--- config.mk ---
export PLATFORM = sky130hd
export DESIGN_NAME = ssc_tx
export DESIGN_NICKNAME = d
export VERILOG_FILES = /design/src/rtl/ssc_tx.sv
export SDC_FILE = /design/constraint.sdc
export NUM_CORES = 2
export LEC_CHECK = 0
export CAP_MARGIN = 25
export CORE_ASPECT_RATIO = 0.9
export CORE_MARGIN = 4
export CORE_UTILIZATION = 48
export CTS_BUF_LIST = sky130_fd_sc_hd__clkbuf_8
export CTS_CLUSTER_DIAMETER = 120
export CTS_CLUSTER_SIZE = 40
export DETAILED_ROUTE_END_ITERATION = 7
export PLACE_DENSITY = 0.66
export SLEW_MARGIN = 20
export SYNTH_ARGS = -nofsm -noshare
export SYNTH_HDL_FRONTEND = slang
export SYNTH_SLANG_ARGS = --single-unit
--- constraint.sdc ---
create_clock -name clk -period 15.7 [get_ports clk]
set_clock_uncertainty 0.2 [all_clocks]
set_input_delay 3.14 -clock clk [delete_from_list [all_inputs] [get_ports clk]]
set_output_delay 3.14 -clock clk [all_outputs]
set_load 0.01 [all_outputs]
--- src/rtl/ssc_tx.sv ---
// ssc_tx: spread-spectrum test source: DDS carrier, BPSK PRN spreading, amplitude scaling.
// Define SSC_TX_NOISE_EN to add a scaled 16-bit LFSR noise term to every sample.
module ssc_tx #(
  parameter logic [15:0] BASE  = 16'h0800,
  parameter int          PRN_W = 14
) (
  input  logic        clk,
  input  logic        rst,
  input  logic [31:0] addr,
  input  logic [31:0] Wdata,
  input  logic        write,
  input  logic        read,
  output logic [31:0] Rdata,
  output logic [15:0] ADC_out,
  output logic        push_out,
  output logic        epoch
);

  logic [15:0] off;
  logic        hit;
  logic [3:0]  idx;
  logic        we;

  assign off = addr[15:0] - BASE;
  assign hit = (off < 16'h002C) && (off[1:0] == 2'b00);
  assign idx = off[5:2];
  assign we  = write && hit;

  logic             run;
  logic [31:0]      rate, div;
  logic [31:0]      car_add, car_phase;
  logic [31:0]      chip_add, chip_phase, chip_nxt;
  logic [3:0]       hob;
  logic [PRN_W-1:0] poly, state, seed;
  logic [15:0]      amp;
  logic [31:0]      sample_cnt;
  logic             epoch_seen;
  logic             tick, adv, chip, wrap;
  logic             rd_status;
  logic [PRN_W-1:0] shifted, cleared, state_nxt;

  assign tick      = run && (div == rate);
  assign chip_nxt  = chip_phase + chip_add;
  assign adv       = tick && chip_nxt[31] && !chip_phase[31];
  assign rd_status = read && hit && (idx == 4'd9);
  assign wrap      = adv && !(we && idx == 4'd6) && (state_nxt == seed);

  // Galois step: pull the hob tap, clear it, shift, fold poly back in.
  always_comb begin
    shifted   = state >> hob;
    chip      = shifted[0];
    cleared   = state & ~(PRN_W'(1) << hob);
    state_nxt = {cleared[PRN_W-2:0], 1'b0} ^ (chip ? poly : '0);
  end

  always_ff @(posedge clk or negedge rst) begin
    if (!rst) begin
      run        <= 1'b0;
      rate       <= '0;
      div        <= '0;
      car_add    <= '0;
      car_phase  <= '0;
      chip_add   <= '0;
      chip_phase <= '0;
      hob        <= '0;
      poly       <= '0;
      state      <= '0;
      seed       <= '0;
      amp        <= '0;
      sample_cnt <= '0;
      epoch_seen <= 1'b0;
      epoch      <= 1'b0;
    end else begin
      if (we && idx == 4'd0) run <= Wdata[0];
      if (we && idx == 4'd1) rate <= Wdata;
      if (we && idx == 4'd2) car_add <= Wdata;
      if (we && idx == 4'd4) chip_add <= Wdata;
      if (we && idx == 4'd7) amp <= Wdata[15:0];

      if (we && idx == 4'd3)  car_phase <= Wdata;
      else if (tick)          car_phase <= car_phase + car_add;
      if (we && idx == 4'd5)  chip_phase <= Wdata;
      else if (tick)          chip_phase <= chip_nxt;
      if (we && idx == 4'd8)  sample_cnt <= Wdata;
      else if (tick)          sample_cnt <= sample_cnt + 32'd1;

      if (we && idx == 4'd6) begin
        hob   <= Wdata[31:28];
        poly  <= Wdata[2*PRN_W-1:PRN_W];
        state <= Wdata[PRN_W-1:0];
        seed  <= Wdata[PRN_W-1:0];
      end else if (adv) begin
        state <= state_nxt;
      end

      epoch <= wrap;
      if (wrap)           epoch_seen <= 1'b1;
      else if (rd_status) epoch_seen <= 1'b0;

      if (!run || tick) div <= '0;
      else              div <= div + 32'd1;
    end
  end

  logic [1:0]         quad0;
  logic [12:0]        a0;
  logic               chip0, v0, v1;
  logic [27:0]        sq;
  logic [15:0]        sine;
  logic signed [15:0] s1;
  logic signed [32:0] prod;
  logic [15:0]        scaled, result;
  logic [31:0]        noise_rd;

  // Parabolic quarter-wave table: sin(pi/2*x) ~ x*(2-x), x = a/8192.
  assign sq     = 28'(a0) * (28'd16384 - 28'(a0));
  assign sine   = {1'b0, sq[25:11]};
  assign prod   = s1 * $signed({1'b0, amp});
  assign scaled = prod[31:16];

`ifdef SSC_TX_NOISE_EN
  logic [15:0]        lfsr;
  logic [3:0]         noise;
  logic signed [15:0] nz;
  logic signed [16:0] sum;

  assign nz       = $signed(lfsr) >>> noise;
  assign sum      = {scaled[15], scaled} + {nz[15], nz};
  assign result   = (sum[16] != sum[15]) ? (sum[16] ? 16'h8000 : 16'h7FFF) : sum[15:0];
  assign noise_rd = {28'b0, noise};

  always_ff @(posedge clk or negedge rst) begin
    if (!rst) begin
      lfsr  <= 16'hACE1;
      noise <= '0;
    end else begin
      if (we && idx == 4'd10) noise <= Wdata[3:0];
      if (tick) lfsr <= {lfsr[14:0], lfsr[15] ^ lfsr[13] ^ lfsr[12] ^ lfsr[10]};
    end
  end
`else
  assign result   = scaled;
  assign noise_rd = '0;
`endif

  always_ff @(posedge clk or negedge rst) begin
    if (!rst) begin
      v0       <= 1'b0;
      v1       <= 1'b0;
      quad0    <= '0;
      a0       <= '0;
      chip0    <= 1'b0;
      s1       <= '0;
      push_out <= 1'b0;
      ADC_out  <= '0;
    end else begin
      v0       <= tick;
      quad0    <= car_phase[31:30];
      a0       <= car_phase[30] ? ~car_phase[29:17] : car_phase[29:17];
      chip0    <= chip;
      v1       <= v0;
      s1       <= (quad0[1] ^ chip0) ? -$signed(sine) : $signed(sine);
      push_out <= v1;
      if (v1) ADC_out <= result;
    end
  end

  always_comb begin
    Rdata = '0;
    if (read && hit) begin
      case (idx)
        4'd0:    Rdata = {31'b0, run};
        4'd1:    Rdata = rate;
        4'd2:    Rdata = car_add;
        4'd3:    Rdata = car_phase;
        4'd4:    Rdata = chip_add;
        4'd5:    Rdata = chip_phase;
        4'd6:    Rdata = {hob, poly, state};
        4'd7:    Rdata = {16'b0, amp};
        4'd8:    Rdata = sample_cnt;
        4'd9:    Rdata = {31'b0, epoch_seen};
        4'd10:   Rdata = noise_rd;
        default: Rdata = '0;
      endcase
    end
  end

  logic unused;
  assign unused = ^{addr[31:16], shifted[PRN_W-1:1], cleared[PRN_W-1],
                    sq[27:26], sq[10:0], prod[32], prod[15:0]};

endmodule
==> impl_metrics.env <==
export IMPL_clkTransAtPathRegs_ps=210
export IMPL_cts_buffers=14
export IMPL_synthTopCellsByArea="dfrtp_1 (25%), fa_1 (20%), ha_1 (10%), inv_1 (4.8%), nand2_1 (4.8%)"
export IMPL_drc=0
export IMPL_setup_violations=0
export IMPL_cp_common_cell="clkdlybuf4s50_1"
export IMPL_max_cap_violations=0
export IMPL_seq_area_frac_synth=0.250
export IMPL_fin_nets=4306
export IMPL_cts_buffer_depth=3
export IMPL_setup_tns_ps=0
export IMPL_synth_edf_count=0
export IMPL_clk_latency_ps=650
export IMPL_antenna_found_initial=3
export IMPL_start_kind="primary input"
export IMPL_wl_per_cell_um=20.3
export IMPL_yosysTopAreaCellShare=0.250
export IMPL_start_util=0.484
export IMPL_final_min_clock_period_ps=10490
export IMPL_track_usage=0.250
export IMPL_synth_area_mm2=0.0339
export IMPL_cp_num_buf_inv=4
export IMPL_dieArea_mm2=0.0750
export IMPL_hold_path_class="reg2reg"
export IMPL_power_density_mw_per_mm2=49.8
export IMPL_yosysTopAreaCell="dfrtp_1"
export IMPL_cts_setup_buffers=0
export IMPL_first_pass_iters=8
export IMPL_slew_viol_final=0
export IMPL_h_tree_depth=1
export IMPL_p_leak_uw=0.0171
export IMPL_hold_path_depth=0
export IMPL_std_cell_rows=92
export IMPL_synth_cell_type_count=83
export IMPL_worst_r2r_endpoint="s1[14]$_DFF_PN0_"
export IMPL_cts_root_buf="clkbuf_8"
export IMPL_grt_pass1_vias=26100
export IMPL_power_uw=1810
export IMPL_yosys_register_bits=339
export IMPL_place_congestion=0.949
export IMPL_outcome="complete, no violations"
export IMPL_syn_to_final_growth_pct=6.81
export IMPL_port_buffers=101
export IMPL_max_stage_delay_ps=630
export IMPL_critical_path_class="in2out"
export IMPL_worstPathCellList="clkdlybuf4s50_1 > inv_1 > ha_1 > or4b_1 > or4_1 > a21oi_1 > nand4_1 > buf_4 > a31oi_1 > clkdlybuf4s50_1"
export IMPL_synthCells=3625
export IMPL_regToRegStartpoint="a0[1]$_DFF_PN0_"
export IMPL_cts_resized=0
export IMPL_syn_area_per_cell_um2=9.36
export IMPL_pwr_share_comb=0.213
export IMPL_cp_startpoint="addr[11]"
export IMPL_crit_fanout=24
export IMPL_path_delay_family="buffers and inverters"
export IMPL_internal_power_uw=1170
export IMPL_dp_hpwl_um=71400
export IMPL_ys_flop_type="dfrtp_1"
export IMPL_vias_per_cell=5.73
export IMPL_holdBufCountCts=0
export IMPL_die_x_um=288
export IMPL_whs_endpoint="v1$_DFF_PN0_"
export IMPL_die_h_um=260
export IMPL_cts_tree="built"
export IMPL_max_slew_margin=0.326
export IMPL_worstMarginPinSlew_ps=1010
export IMPL_p_seq_frac=0.559
export IMPL_min_period_over_period=0.668
export IMPL_power_switching_uw=640
export IMPL_timing_hold_ws_ps=187
export IMPL_async_flop_share=1.00
export IMPL_ant_nets=0
export IMPL_crit_required_ps=12360
export IMPL_grt_setup_unrepaired="no"
export IMPL_pwr_share_clk=0.228
export IMPL_drive_above_1_share=0.0644
export IMPL_r2r_slack_ps=6150
export IMPL_grt_max_degree=154
export IMPL_max_vdd_ir_drop_mv=0.0532
export IMPL_wl_um=93000
export IMPL_vias=26200
export IMPL_r2r_cells=32
export IMPL_pin_count=118
export IMPL_yosysWarnings=0
export IMPL_grt_first_pass_wirelength_um=148000
export IMPL_core_area_mm2=0.0701
export IMPL_switching_share=0.354
export IMPL_drt_iter0_markers=2555
export IMPL_hold_violations=0
export IMPL_cts_sink_count=339
export IMPL_hp_start="v0$_DFF_PN0_"
export IMPL_cp_slowest_cell="clkdlybuf4s50_1"
export IMPL_fmax_ghz=0.0954
export IMPL_cp_arrival_ps=7150
export IMPL_end_kind="primary output"
export IMPL_grt_overflow=0
## placed cells by master (no fill, tap or decap), drive strengths merged, types with 12 or more instances in the layout
cell           instances
a21o                  54
a21oi                123
a221oi                20
a222oi                13
a22o                  18
a22oi                 73
a31oi                 47
and2                 116
and3                  32
buf                   40
clkbuf                16
clkdlybuf4s50        100
dfrtp                339
fa                   333
ha                   281
inv                  436
mux2                 124
mux2i                 27
nand2                431
nand2b                99
nand3                 44
nand4                 28
nor2                 185
nor2b                 60
nor3                  35
nor4                  12
o21a                  14
o21ai                137
or3                   15
xnor2                 86
xor2                 135
## power groups by stage
stage          logic [uW]  registers [uW]  clock network (uW)
6_report              385            1010                 412
5_1_grt               432            1010                 455
4_1_cts               388            1000                 426
3_3_place_gp          379            1020                   0
3_5_place_dp          385            1020                   0
2_1_floorplan         317             934                   0
## metrics by stage
| stage | util | setup slack, ps | area (um2) | std cells |
|---|---|---|---|---|
| finish | 0.517 | 5210 | 36200 | 4575 |
| global route | 0.517 | 5000 | 36200 | 4572 |
| CTS | 0.516 | 5280 | 36200 | 4569 |
| detailed placement | 0.512 | 5280 | 35900 | 4546 |
| global placement | 0.512 | 5300 | 35900 | 4544 |
| floorplan | - | 7190 | 34000 | 3632 |
## registers in the layout, summed over array words and instances (netlist names)
name	count
poly	14
hob	4
chip_add	32
amp	16
chip0	1
a0	13
div	32
car_phase	32
push_out	1
sample_cnt	32
epoch	1
epoch_seen	1
car_add	32
v0	1
chip_phase	32
v1	1
run	1
ADC_out	16
seed	14
state	14
quad0	1
s1	16
rate	32
## metal layers
metal	part of all wire	wire length, um	vias up	global-route usage
li1	-	-	12000	-
met1	0.44	41200	13100	0.359
met2	0.46	42700	887	0.399
met3	0.065	6060	150	0.0299
met4	0.032	3010	0	0.0732
met5	0	0	-	0
## area by class of cell
cell class                      instances  area, um2
Clock buffer                           16        220
Sequential cell                       339       8480
Clock inverter                          7        110
Tap cell                              940       1180
Timing Repair Buffer                  140       1330
Fill cell                            6445      33900
Multi-Input combinational cell       2694      23300
Inverter                              435       1630
Antenna cell                            4       10.0
## cells in the mapped netlist, types with 7 or more instances
| cell | instances |
|---|---|
| inv_1 | 432 |
| nand2_1 | 431 |
| dfrtp_1 | 339 |
| fa_1 | 333 |
| ha_1 | 281 |
| nor2_1 | 184 |
| clkbuf_1 | 144 |
| o21ai_0 | 135 |
| xor2_1 | 135 |
| mux2_2 | 124 |
| a21oi_1 | 121 |
| and2_1 | 114 |
| nand2b_1 | 98 |
| xnor2_1 | 85 |
| a22oi_1 | 73 |
| nor2b_1 | 60 |
| a21o_1 | 52 |
| a31oi_1 | 47 |
| nand3_1 | 44 |
| nor3_1 | 33 |
| and3_1 | 32 |
| nand4_1 | 28 |
| mux2i_1 | 27 |
| a221oi_1 | 20 |
| a22o_1 | 18 |
| buf_2 | 17 |
| or3_1 | 15 |
| o21a_1 | 14 |
| a222oi_1 | 13 |
| nor4_1 | 12 |
| a211oi_1 | 11 |
| o31ai_1 | 11 |
| a21boi_0 | 10 |
| o21bai_1 | 10 |
| nor3b_1 | 8 |
| or2_2 | 7 |
## logic make-up after synthesis
| group | count (synthesis) | share of synthesized area |
|---|---|---|
| AO/OA/AOI/OAI | 601 | 0.118 |
| XOR/XNOR | 221 | 0.0573 |
| adder cells (fa/ha/maj) | 614 | 0.300 |
| buffers and inverters | 599 | 0.0669 |
| flip-flops | 339 | 0.250 |
| multiplexers | 155 | 0.0518 |
| other | 2 | 0.000221 |
| AND/OR/NAND/NOR | 1094 | 0.156 |
## worst max path at each step
stage	endpoint	slack, ps	cells after the start
floorplan	Rdata[22]	7190	8
global placement	Rdata[2]	5300	10
detailed placement	Rdata[20]	5280	10
CTS	Rdata[2]	5280	10
global route	Rdata[2]	5000	10
finish	Rdata[2]	5210	10
No activity file was read; power rests on OpenSTA's default activity.
